<file path="src/rtl/sd_pkg.sv">
// Shared types and constants for the SD command-line receiver and CRC7 helper.
package sd_pkg;

  typedef enum logic [1:0] {
    StIdle,
    StWaitStart,
    StRecv,
    StDone
  } sd_rx_state_e;

  localparam int unsigned SD_RESP_SHORT_LEN = 48;
  localparam int unsigned SD_RESP_LONG_LEN  = 136;
  localparam logic [6:0]  SD_CRC7_POLY      = 7'h09;

  // CRC window, frame-bit indices inclusive (R2 skips start, transmission and reserved bits)
  localparam int unsigned SD_R2_CRC_HI    = 127;
  localparam int unsigned SD_R2_CRC_LO    = 8;
  localparam int unsigned SD_SHORT_CRC_HI = 47;

  function automatic logic [6:0] sd_crc7_step(input logic [6:0] crc, input logic d);
    logic fb;
    fb = d ^ crc[6];
    return {crc[5:0], 1'b0} ^ (fb ? SD_CRC7_POLY : 7'h00);
  endfunction

endpackage

</file>
<file path="src/rtl/sd_crc7.sv">
// Serial CRC7 (x^7+x^3+1, zero seed), one bit per enabled cycle; shared with the command TX.
module sd_crc7
  import sd_pkg::*;
(
  input  logic       clk_i,
  input  logic       rst_i,
  input  logic       clr_i,
  input  logic       en_i,
  input  logic       d_i,
  output logic [6:0] crc_o
);

  logic [6:0] r_crc;

  always_ff @(posedge clk_i or posedge rst_i) begin
    if (rst_i) begin
      r_crc <= 7'h00;
    end else if (clr_i) begin
      r_crc <= 7'h00;
    end else if (en_i) begin
      r_crc <= sd_crc7_step(r_crc, d_i);
    end
  end

  assign crc_o = r_crc;

endmodule

</file>
<file path="src/rtl/sd_cmd_rx.sv">
// SD CMD-line response receiver: start-bit hunt, 48/136-bit capture, CRC7/end-bit/timeout status.
// Optional CRC7 checking is built only when SD_CMD_RX_CRC_EN is defined.
module sd_cmd_rx
  import sd_pkg::*;
#(
  parameter int unsigned TIMEOUT_CYCLES = 64
) (
  input  logic         clk_i,
  input  logic         rst_i,
  input  logic         sdclk_rise_i,
  input  logic         cmd_i,
  input  logic         start_i,
  input  logic         long_i,
  input  logic         crc_chk_i,
  output logic         busy_o,
  output logic         done_o,
  output logic         timeout_o,
  output logic         crc_err_o,
  output logic         end_err_o,
  output logic [135:0] resp_o
);

  localparam int unsigned    ToW      = $clog2(TIMEOUT_CYCLES + 1);
  localparam logic [ToW-1:0] ToMax    = ToW'(TIMEOUT_CYCLES);
  localparam logic [7:0]     LenShort = 8'(SD_RESP_SHORT_LEN);
  localparam logic [7:0]     LenLong  = 8'(SD_RESP_LONG_LEN);

  sd_rx_state_e   r_state, w_state_nxt;
  logic           r_long, w_long_nxt;
  logic [135:0]   r_resp, w_resp_nxt;
  logic [7:0]     r_bit_cnt, w_bit_cnt_nxt;
  logic [ToW-1:0] r_to_cnt, w_to_cnt_nxt, w_to_inc;
  logic           r_timeout, w_timeout_nxt;
  logic           r_end_err, w_end_err_nxt;
  logic           w_start_acc, w_frame_end;
  logic [7:0]     w_len;

  assign w_len       = r_long ? LenLong : LenShort;
  assign w_start_acc = (r_state == StIdle) && start_i;
  assign w_to_inc    = r_to_cnt + 1'b1;

  always_comb begin
    w_state_nxt   = r_state;
    w_long_nxt    = r_long;
    w_resp_nxt    = r_resp;
    w_bit_cnt_nxt = r_bit_cnt;
    w_to_cnt_nxt  = r_to_cnt;
    w_timeout_nxt = r_timeout;
    w_end_err_nxt = r_end_err;
    w_frame_end   = 1'b0;
    unique case (r_state)
      StIdle: begin
        if (start_i) begin
          w_state_nxt   = StWaitStart;
          w_long_nxt    = long_i;
          w_resp_nxt    = '0;
          w_bit_cnt_nxt = '0;
          w_to_cnt_nxt  = '0;
          w_timeout_nxt = 1'b0;
          w_end_err_nxt = 1'b0;
        end
      end
      StWaitStart: begin
        if (sdclk_rise_i) begin
          if (!cmd_i) begin
            w_resp_nxt    = {r_resp[134:0], 1'b0};
            w_bit_cnt_nxt = 8'd1;
            w_state_nxt   = StRecv;
          end else begin
            w_to_cnt_nxt = w_to_inc;
            if (w_to_inc == ToMax) begin
              w_timeout_nxt = 1'b1;
              w_state_nxt   = StDone;
            end
          end
        end
      end
      StRecv: begin
        if (sdclk_rise_i) begin
          w_resp_nxt    = {r_resp[134:0], cmd_i};
          w_bit_cnt_nxt = r_bit_cnt + 8'd1;
          if (r_bit_cnt == w_len - 8'd1) begin
            w_end_err_nxt = !cmd_i;
            w_frame_end   = 1'b1;
            w_state_nxt   = StDone;
          end
        end
      end
      StDone: w_state_nxt = StIdle;
      default: w_state_nxt = StIdle;
    endcase
  end

  always_ff @(posedge clk_i or posedge rst_i) begin
    if (rst_i) begin
      r_state   <= StIdle;
      r_long    <= 1'b0;
      r_resp    <= '0;
      r_bit_cnt <= '0;
      r_to_cnt  <= '0;
      r_timeout <= 1'b0;
      r_end_err <= 1'b0;
    end else begin
      r_state   <= w_state_nxt;
      r_long    <= w_long_nxt;
      r_resp    <= w_resp_nxt;
      r_bit_cnt <= w_bit_cnt_nxt;
      r_to_cnt  <= w_to_cnt_nxt;
      r_timeout <= w_timeout_nxt;
      r_end_err <= w_end_err_nxt;
    end
  end

`ifdef SD_CMD_RX_CRC_EN
  logic       r_crc_chk, r_crc_err, w_sample, w_crc_en;
  logic [6:0] w_crc;
  logic [7:0] w_idx, w_crc_hi;

  // Frame-bit index of the bit being sampled this strobe
  assign w_sample = sdclk_rise_i &&
                    (((r_state == StWaitStart) && !cmd_i) || (r_state == StRecv));
  assign w_idx    = w_len - 8'd1 - r_bit_cnt;
  assign w_crc_hi = r_long ? 8'(SD_R2_CRC_HI) : 8'(SD_SHORT_CRC_HI);
  assign w_crc_en = w_sample && (w_idx <= w_crc_hi) && (w_idx >= 8'(SD_R2_CRC_LO));

  sd_crc7 u_crc7 (
    .clk_i (clk_i),
    .rst_i (rst_i),
    .clr_i (w_start_acc),
    .en_i  (w_crc_en),
    .d_i   (cmd_i),
    .crc_o (w_crc)
  );

  // On the end bit, r_resp[6:0] still holds frame bits 7..1 (the received CRC)
  always_ff @(posedge clk_i or posedge rst_i) begin
    if (rst_i) begin
      r_crc_chk <= 1'b0;
      r_crc_err <= 1'b0;
    end else if (w_start_acc) begin
      r_crc_chk <= crc_chk_i;
      r_crc_err <= 1'b0;
    end else if (w_frame_end) begin
      r_crc_err <= r_crc_chk && (w_crc != r_resp[6:0]);
    end
  end

  assign crc_err_o = r_crc_err;
`else
  logic w_unused_crc_chk;
  assign w_unused_crc_chk = crc_chk_i;
  assign crc_err_o        = 1'b0;
`endif

  assign busy_o    = (r_state == StWaitStart) || (r_state == StRecv);
  assign done_o    = (r_state == StDone);
  assign timeout_o = r_timeout;
  assign end_err_o = r_end_err;
  assign resp_o    = r_resp;

endmodule
</file>
<file path="config.mk">
export PLATFORM = sky130hd
export DESIGN_NAME = sd_cmd_rx
export DESIGN_NICKNAME = d
export VERILOG_FILES = /design/src/rtl/sd_pkg.sv /design/src/rtl/sd_crc7.sv /design/src/rtl/sd_cmd_rx.sv
export SDC_FILE = /design/constraint.sdc
export NUM_CORES = 1
export LEC_CHECK = 0
export CELL_PAD_IN_SITES_DETAIL_PLACEMENT = 1
export CELL_PAD_IN_SITES_GLOBAL_PLACEMENT = 1
export CORE_ASPECT_RATIO = 0.8
export CORE_MARGIN = 4
export CORE_UTILIZATION = 38
export DETAILED_ROUTE_END_ITERATION = 10
export MAX_ROUTING_LAYER = met4
export PLACE_DENSITY_LB_ADDON = 0.08
export SLEW_MARGIN = 20
export SYNTH_ARGS = -nofsm -noshare
export SYNTH_HDL_FRONTEND = slang
export SYNTH_SLANG_ARGS = --single-unit
</file>
<file path="constraint.sdc">
create_clock -name clk_i -period 7.5 [get_ports clk_i]
set_input_delay 1.5 -clock clk_i [delete_from_list [all_inputs] [get_ports clk_i]]
set_output_delay 1.5 -clock clk_i [all_outputs]
set_load 0.01 [all_outputs]
</file>
==> results of run 1 <==
==> layout by cell type (no fill, tap or decap), types with 2 or more instances in the layout <==
| cell | Yosys | routed |
|---|---|---|
| nand2_1 | 285 | 285 |
| o21ai_0 | 158 | 158 |
| dfrtp_1 | 156 | 156 |
| clkdlybuf4s50_1 | 0 | 145 |
| clkbuf_16 | 0 | 17 |
| nor2_1 | 13 | 13 |
| nand3_1 | 10 | 10 |
| ha_1 | 6 | 6 |
| inv_1 | 6 | 5 |
| buf_4 | 1 | 5 |
| o31ai_1 | 4 | 4 |
| inv_6 | 0 | 4 |
| clkinvlp_4 | 0 | 4 |
| nor2b_1 | 2 | 2 |
| o211ai_1 | 2 | 2 |
| o31a_1 | 2 | 2 |
| and4bb_1 | 2 | 2 |
| a211oi_1 | 2 | 2 |
| nor3_1 | 2 | 2 |
| a21oi_1 | 2 | 2 |
| clkbuf_1 | 26 | 2 |
| bufinv_16 | 0 | 2 |
| clkinv_4 | 0 | 2 |
==> state kept, by name, summed over array words and instances, names as in the netlist <==
register and cells:
r_to_cnt 7, r_state 2, r_bit_cnt 8, end_err_o 1, timeout_o 1, r_long 1, resp_o 136
==> worst max-delay path by stage <==
stage	endpoint	slack (ns)	cells past startpoint
3_3_place_gp	r_bit_cnt[2]$_DFFE_PP0P_	3.73	6
5_1_grt	r_bit_cnt[2]$_DFFE_PP0P_	3.83	6
2_1_floorplan	end_err_o$_DFFE_PP0P_	1.79	1
3_5_place_dp	r_bit_cnt[5]$_DFFE_PP0P_	3.58	6
6_report	busy_o	3.99	3
4_1_cts	busy_o	3.99	3
==> cell families (layout without fill, tap and decap cells) <==
group / after synthesis / count (layout) / synth area share, %
XOR/XNOR: 1 / 1 / 0.133
adder cells (fa/ha/maj): 6 / 6 / 1.14
AND/OR/NAND/NOR: 327 / 327 / 20.1
flip-flops: 156 / 156 / 59.1
other: 1 / 1 / 0.0568
buffers and inverters: 57 / 189 / 3.92
multiplexers: 2 / 2 / 0.398
AO/OA/AOI/OAI: 183 / 183 / 15.2
==> power groups by stage <==
stage | Sequential (uW) | Clock [uW] | Combinational (uW)
finish | 885 | 867 | 728
detailed placement | 900 | 0 | 736
global placement | 897 | 0 | 705
CTS | 885 | 887 | 737
floorplan | 896 | 0 | 597
global route | 888 | 929 | 830
==> routing by layer <==
layer,routed length [um],GRT usage [%],vias up
met5,0,-,-
met4,178,5.10,0
met3,1180,6.48,14
met2,8540,30.6,111
met1,7800,24.3,2720
li1,-,-,2645
==> final cells by class <==
class / instances / area, sq um
Clock inverter: 12 / 139
Timing Repair Buffer: 150 / 1490
Inverter: 7 / 31.3
Tap cell: 220 / 275
Clock buffer: 20 / 447
Multi-Input combinational cell: 520 / 2460
Sequential cell: 156 / 3900
Fill cell: 1928 / 8070
==> metrics by stage <==
stage	cell area, sq um	worst slack (ns)
3_3_place_gp	8160	3.73
2_1_floorplan	6610	1.79
6_report	8740	3.99
3_5_place_dp	8160	3.58
4_1_cts	8740	3.99
5_1_grt	8740	3.83
==> worst max-delay path: cells and delay by family (launching register included) <==
| kind | cells | cell delay [ns] |
|---|---|---|
| adders and majority gates | 1 | 0.46 |
| buffers and inverters | 2 | 0.70 |
| DFF | 1 | 0.43 |
==> impl_metrics.csv, run 1 <==
group,metric,value,unit
run_status,status,"completed",
logic_synthesis,ys_seq_area_share,59.1,%
logic_synthesis,ys_seq_elements,156,
clock_tree,h-tree-depth,4,
logic_synthesis,syn_inst,733,
die,ios,148,
logic_synthesis,yosysTopAreaCell,"dfrtp_1",
sta,tightest_slew,1.01,ns
worst_setup_path,critPathKind,"reg -> out",
routing,drc,0,
worst_setup_path,max_stage_delay,0.60,ns
die,start_util,39.3,%
die,coreArea,16800,sq um
global_route,grt_pass1_vias,5754,
routing,via_per_inst,5.06,
sta,fmax,285,MHz
routing,vias,5490,
power_and_ir_drop,seq_power_share,35.7,%
global_route,grt_antenna_before_repair,0,
worst_setup_path,r2r.worst_path.cells,6,
logic_synthesis,netlist_top_cells_area,"dfrtp_1 (59%), nand2_1 (16%), o21ai_0 (12%)",
placement,port-buffer-count,145,
worst_hold_path,worstHoldEndpoint,"resp_o[67]$_DFFE_PP0P_",
routing,firstDrtPassIters,4,
global_route,globalRoute.totalOverflow,0,
clock_tree,cts_tree,"built",
sta,min_period_over_period,46.8,%
global_route,grt_max_degree,118,
routing,routed_wl,17700,um
worst_hold_path,hold_depth,2,
logic_synthesis,yosysMostFrequentCell,"nand2_1",
clock_tree,cts.clk_slew.worst_paths,0.06,ns
die,rows,42,
routing,ant_nets,0,
worst_setup_path,worstPathMaxFanout,7,
sta,hold_slack,0.505,ns
logic_synthesis,syn-num-nets,746,
clock_tree,holdBufCountCts,0,
routing,wl_per_cell,16.3,um
power_and_ir_drop,power.internal,1490,uW
worst_setup_path,end_kind,"primary output",
cells_and_area,synthToLayoutAreaGrowth,32.4,%
worst_hold_path,min_from,"resp_o[67]$_DFFE_PP0P_",
worst_setup_path,required,6.00,ns
worst_setup_path,timing.rr.end,"resp_o[80]$_DFFE_PP0P_",
clock_tree,cts_setup_buffers,0,
cells_and_area,drive_gt1_share,6.13,%
power_and_ir_drop,p_leak,0.00356,uW
placement,post-place-cells,1053,
die,die_area,19600,sq um
logic_synthesis,syn_avg_cell_area,9.01,sq um
worst_setup_path,startpoint,"r_state[1]$_DFFE_PP0P_",
global_route,grt_pass1_wl,30000,um
power_and_ir_drop,peakVddDrop,257,uV
sta,tns,0,ns
worst_setup_path,cp_slowest_cell,"clkdlybuf4s50_1",
worst_setup_path,reg2reg_slack,4.61,ns
logic_synthesis,synthDominantCellAreaShare,59.1,%
sta,setup_viol,0,
sta,fin_crit,3.51,ns
clock_tree,cts_buffer_depth,2,
power_and_ir_drop,p_per_area,284,nW/um^2
logic_synthesis,ys_warn_count,0,
logic_synthesis,synth_area,6610,sq um
cells_and_area,antennaDiodeCount,0,
cells_and_area,nets,865,
cells_and_area,final_cells,1085,
sta,slew_headroom,32.8,%
logic_synthesis,yosysUniqueCellTypes,49,
clock_tree,cts.sinks,156,
power_and_ir_drop,pwr-share-clk,35.0,%
global_route,grt_usage,19.5,%
die,fp.dieW,155,um
die,fp.dieH,126,um
worst_setup_path,cp-start-kind,"flip-flop",
clock_tree,cts-resized-gates,0,
sta,slew_violations,0,
placement,hpwl,11500,um
clock_tree,insertion_delay,0.43,ns
worst_setup_path,crit_chain,"inv_1 -> ha_1 -> clkdlybuf4s50_1",
clock_tree,cts_root_buf,"clkbuf_16",
logic_synthesis,async_flop_share,100,%
placement,place.gp.congestion,0.827,
worst_setup_path,crit_arrival,2.01,ns
cells_and_area,final_util,52.0,%
worst_hold_path,hold_path_class,"reg -> reg",
power_and_ir_drop,switching_power,995,uW
logic_synthesis,synth-edff-count,0,
logic_synthesis,synthFlopType,"dfrtp_1",
logic_synthesis,synth_commonest_cells,"nand2_1 (285), o21ai_0 (158), dfrtp_1 (156)",
clock_tree,numCtsBuffers,17,
sta,fin_skew,0.0103,ns
power_and_ir_drop,total_power,2480,uW
sta,hold_violations,0,
routing,drt-initial-drc-count,282,
sta,rsz0062_at_grt,"no",
power_and_ir_drop,swShare,40.1,%
run,drv_cap,0,
power_and_ir_drop,p_comb_share,29.4,%
worst_setup_path,timing.rr.start,"r_state[1]$_DFFE_PP0P_",
Power figures use the tool's default switching activity.
==> inputs of run 2 (changes only) <==
clock period = 3.6 ns   (was 7.5 ns; I/O delays follow)
==> run 2 against run 1 <==
Effect of this change: critical path depth did not move; via count is 1.3% lower; highest routed layer unchanged; critical endpoint unchanged; combinational power up 120%; non-clock buffer count grew 1; core utilization up 0.33 points; largest cell class unchanged; largest power group unchanged.
==> impl_metrics.csv, run 2 (synthesized netlist as in run 1, its figures left out) <==
group,metric,value,unit
sta,fmax,377,MHz
cells_and_area,layout_commonest_cell,"nand2_1",
worst_setup_path,max_stage_delay,0.59,ns
routing,ant_nets,0,
run,drv_cap,0,
run_status,status,"completed",
die,rows,42,
routing,wl_per_cell,16.1,um
power_and_ir_drop,swShare,39.4,%
clock_tree,cts_root_buf,"clkbuf_16",
sta,hold_violations,0,
power_and_ir_drop,p_comb_share,30.8,%
power_and_ir_drop,power.internal,3180,uW
clock_tree,cts.sinks,156,
routing,drt-initial-drc-count,354,
clock_tree,cts.clk_slew.worst_paths,0.06,ns
placement,place.gp.congestion,0.836,
power_and_ir_drop,p_per_area,595,nW/um^2
global_route,grt_usage,18.9,%
worst_setup_path,critical-path-top-delay-family,"buffers and inverters",
sta,slew_headroom,36.3,%
power_and_ir_drop,pwr-share-clk,34.0,%
worst_setup_path,crit_buf_inv,2,
worst_hold_path,hold_path_class,"reg -> reg",
die,fp.dieH,126,um
die,start_util,39.3,%
global_route,grt_pass1_vias,5713,
sta,hold_slack,0.505,ns
die,coreArea,16800,sq um
power_and_ir_drop,seq_power_share,35.2,%
routing,routed_wl,17400,um
routing,firstDrtPassIters,4,
clock_tree,cts_buffer_depth,2,
global_route,grt_max_degree,157,
sta,min_period_over_period,73.7,%
worst_setup_path,timing.rr.start,"r_state[0]$_DFFE_PP0P_",
sta,fin_crit,2.65,ns
worst_setup_path,crit_arrival,1.93,ns
cells_and_area,nets,866,
sta,tns,0,ns
power_and_ir_drop,switching_power,2060,uW
worst_setup_path,required,2.88,ns
placement,port-buffer-count,145,
worst_setup_path,critPathKind,"reg -> out",
clock_tree,cts_setup_buffers,0,
worst_setup_path,cp_slowest_cell,"clkdlybuf4s50_1",
global_route,grt_pass1_wl,29600,um
clock_tree,cts_tree,"built",
die,die_area,19600,sq um
sta,tightest_slew,0.956,ns
routing,via_per_inst,4.99,
worst_setup_path,cp-start-kind,"flip-flop",
power_and_ir_drop,p_leak,0.00357,uW
clock_tree,numCtsBuffers,17,
worst_setup_path,crit_chain,"inv_1 -> ha_1 -> clkdlybuf4s50_1",
cells_and_area,final_cells,1086,
placement,hpwl,11400,um
worst_setup_path,startpoint,"r_state[1]$_DFFE_PP0P_",
power_and_ir_drop,peakVddDrop,315,uV
worst_setup_path,worstPathMaxFanout,7,
sta,slew_violations,0,
worst_hold_path,min_from,"resp_o[10]$_DFFE_PP0P_",
clock_tree,holdBufCountCts,0,
cells_and_area,synthToLayoutAreaGrowth,33.2,%
sta,fin_skew,0.00846,ns
sta,rsz0062_at_grt,"no",
power_and_ir_drop,total_power,5240,uW
global_route,grt_antenna_before_repair,0,
cells_and_area,antennaDiodeCount,0,
die,fp.dieW,155,um
clock_tree,h-tree-depth,4,
clock_tree,cts-resized-gates,0,
routing,vias,5417,
cells_and_area,largest_reg_flops,136,
cells_and_area,drive_gt1_share,6.35,%
placement,post-place-cells,1054,
routing,drc,0,
global_route,globalRoute.totalOverflow,0,
sta,setup_viol,0,
die,ios,148,
clock_tree,insertion_delay,0.41,ns
worst_setup_path,end_kind,"primary output",
cells_and_area,final_cell_mix,"nand2_1 (285), o21ai_0 (158), dfrtp_1 (156), clkdlybuf4s50_1 (145), clkbuf_16 (17)",
run 2: cell count changes in the layout (fill, tap and decap cells not counted), sizes merged:
| cell | delta |
|---|---|
| clkinv | +1 |
| clkinvlp | +2 |
| clkbuf | -1 |
| inv | -2 |
| buf | +1 |
run 2: final timing paths:
check	to	slack [ns]	cells after the start
worst max-delay path	busy_o	0.95	3
worst min-delay path	resp_o[10]$_DFFE_PP0P_	0.51	2
worst max register to register	resp_o[16]$_DFFE_PP0P_	1.06	6
worst min register to register	resp_o[10]$_DFFE_PP0P_	0.51	2
max in group asynchronous	resp_o[125]$_DFFE_PP0P_	2.01	3
min in group asynchronous	resp_o[28]$_DFFE_PP0P_	0.79	3
run 2: power by group through the flow:
stage / combinational (uW) / sequential (uW) / clock [uW]
final: 1610 / 1840 / 1780
after global routing: 1820 / 1850 / 1910
after CTS: 1620 / 1840 / 1830
after detailed placement: 1610 / 1880 / 0
after global placement: 1560 / 1870 / 0
after floorplan: 1240 / 1870 / 0
run 2: cell type report:
cell class	count	area [sq um]
clock buffer	19	443
multi-input combinational	520	2460
clock inverter	13	143
inverter	7	30.0
tap	220	275
fill	1919	8020
timing repair buffer	151	1550
sequential	156	3900
run 2: routing by layer:
metal	share of wire, %	track usage [%]	vias to the layer above
li1	-	-	2647
met1	46	24.7	2659
met2	47	28.8	100
met3	6.1	6.34	11
met4	0.90	4.48	0
met5	0	-	-
run 2: worst reg2reg max path, stage by stage (launching register included):
cell and delay [ns]:
dfrtp_1 0.40, inv_1 0.12, ha_1 0.41, a21oi_2 0.15, o21ai_4 0.43, buf_4 0.62, o21ai_0 0.25
run 2: stage by stage:
step	worst slack, ns	instance area, sq um	utilization, %
final	0.946	8800	52.3
after global routing	0.841	8800	52.3
after CTS	0.920	8800	52.3
after detailed placement	0.700	8210	48.8
after global placement	0.811	8210	48.8
after floorplan	0.907	6610	-
==> RTL edit (flow settings as in run 1) <==
`r_resp` no longer has a reset.
--- a/src/rtl/sd_cmd_rx.sv
+++ b/src/rtl/sd_cmd_rx.sv
@@ -95,7 +95,6 @@
     if (rst_i) begin
       r_state   <= StIdle;
       r_long    <= 1'b0;
-      r_resp    <= '0;
       r_bit_cnt <= '0;
       r_to_cnt  <= '0;
       r_timeout <= 1'b0;
@@ -103,12 +102,15 @@
     end else begin
       r_state   <= w_state_nxt;
       r_long    <= w_long_nxt;
-      r_resp    <= w_resp_nxt;
       r_bit_cnt <= w_bit_cnt_nxt;
       r_to_cnt  <= w_to_cnt_nxt;
       r_timeout <= w_timeout_nxt;
       r_end_err <= w_end_err_nxt;
     end
+  end
+
+  always_ff @(posedge clk_i) begin
+    r_resp <= w_resp_nxt;
   end
 
 `ifdef SD_CMD_RX_CRC_EN
Check against the original RTL: differs if rst_i is asserted again (counterexample within 4 cycles, from zero or initial values and one cycle with rst_i high); with rst_i held inactive, the same outputs for 10 cycles.
==> RTL edit against run 1 <==
Sequential cell count did not move; critical path depth rose by 3; register-to-register slack got worse by 360 ps; hold slack improved by 2.5 ps; first-iteration DRC count fell by 20%; largest cell class unchanged; critical path type is now primary input to flip-flop; design area fell by 2.4%; worst setup slack got worse by 510 ps; final cell count fell by 26%; area after synthesis fell by 5.4%; routed wire length fell by 17%.
Power is not compared: it rests on default switching activity, and its combinational part moved more than twofold at a synthesized area within 25%.
==> RTL edit: results (changes against run 1) <==
* Share of layout cells above drive strength 1 at 0.0675 (+0.00618)
* Synth unique cells at 47 (-4.1%)
* Non-clk buf share at 0.174 (+0.00383)
* Inverters at 9 (+2)
* Largest cells by area after synthesis: edfxtp_1, and2_1, dfrtp_1
* Commonest cells post-synth: and2_1, edfxtp_1, dfrtp_1
* Post-synthesis mux area share at 0.00420 (+0.000226)
* Multi-input gate share of total cell area at 0.184 (-0.0968)
* Xor-xnor portion of the synthesized cell area at 0.00280 (+0.00148)
* #MultiIn Comb at 249 (-52%)
* Number of synthesized register bits at 156 (unchanged)
* Share of the synthesized area in the top cell type at 0.653 (+0.0624)
* Top FF cell, synth: edfxtp_1
* Sequential area share after synthesis at 0.734 (+0.143)
* Slew HR at 0.415 (+0.0874)
* Clock buffers and inverters, area share at 0.0685 (+0.00147)
* Fin nets at 593 (-31%)
* Number of global-route vias before repair at 3,949 (-31%)
* Syn Nets at 443 (-41%)
* First-pass GRT wire length at 22,300 um (-26%)
* Post-synth EDFFs at 136 (+136)
* FFs w/ async S/R, synth at 0.128 (-0.872)
* Starting DRT DRC Count at 227 (-20%)
* Post-DP HPWL at 9720 um (-15%)
* Synth Area in Adders at 0.0120 (+0.000646)
* Total track usage at 0.166 (-0.0290)
* Final WL at 14,800 um (-17%)
* Compound-cell area share of the yosys netlist at 0.0476 (-0.104)
* Fraction of area in registers at 0.537 (+0.0905)
* CP max FO at 93 (+86)
* Crit path DAT at 4070 ps (+2060 ps)
* Vias per inst at 4.85 (-4.2%)
* Fill cell total of the finished layout at 1,601 (-17%)
* Skew final at 7.84 ps (-2.45 ps)
* Non-clock buffers at 147 (-2.0%)
* Placer congestion estimate at 0.816 (-1.3%)
* Clock transition at the registers of the reported paths at 60 ps (about the same)
* Status: finished, final reports clean
* Yosys warning total at 0 (unchanged)
* Largest net degree at the start of global routing at 94 (-20%)
RTL edit: cell types whose count changed in the layout (fill, tap and decap cells not counted), sizes merged, moves of 4 or more:
| cell | delta |
|---|---|
| edfxtp | +136 |
| nor2 | -4 |
| and2 | +135 |
| o21ai | -142 |
| nand2 | -265 |
| dfrtp | -136 |
RTL edit: routing by layer:
metal / GRT usage / share of wire / up-vias
met5: - / 0 / -
met2: 0.231 / 0.45 / 125
met1: 0.222 / 0.46 / 1957
li1: - / - / 1821
met4: 0.0470 / 0.012 / 0
met3: 0.0712 / 0.083 / 14
RTL edit: critical path, cell delays in order:
cell,delay (ps)
clkdlybuf4s50_1,510
and2b_1,280
nor2_1,200
nand2_2,210
inv_6,630
buf_4,620
RTL edit: final timing paths:
path / from / end / slack, ps / cells after the start
min: timeout_o$_DFFE_PP0P_ / timeout_o$_DFFE_PP0P_ / 510 / 1
min in group asynchronous: rst_i / r_state[1]$_DFFE_PP0P_ / 1560 / 2
max: start_i / resp_o[35]$_DFFE_PP_ / 3480 / 6
max in group asynchronous: rst_i / r_to_cnt[0]$_DFFE_PP0P_ / 5390 / 2
max reg2reg: r_state[0]$_DFFE_PP0P_ / resp_o[35]$_DFFE_PP_ / 4250 / 7
min reg2reg: timeout_o$_DFFE_PP0P_ / timeout_o$_DFFE_PP0P_ / 510 / 1
RTL edit: where the power goes:
part	internal [mW]	switching (mW)
combinational	0.837	0.944
clock	0.521	0.337
sequential	1.58	0.211
RTL edit: through the flow:
step | setup WS (ps) | cell area (um2) | util | std cells
detailed placement | 3040 | 7950 | 0.498 | 776
floorplan | 3370 | 6250 | - | 430
global route | 3260 | 8540 | 0.535 | 808
global placement | 3160 | 7920 | 0.497 | 775
finish | 3480 | 8540 | 0.535 | 808
CTS | 3480 | 8540 | 0.535 | 808
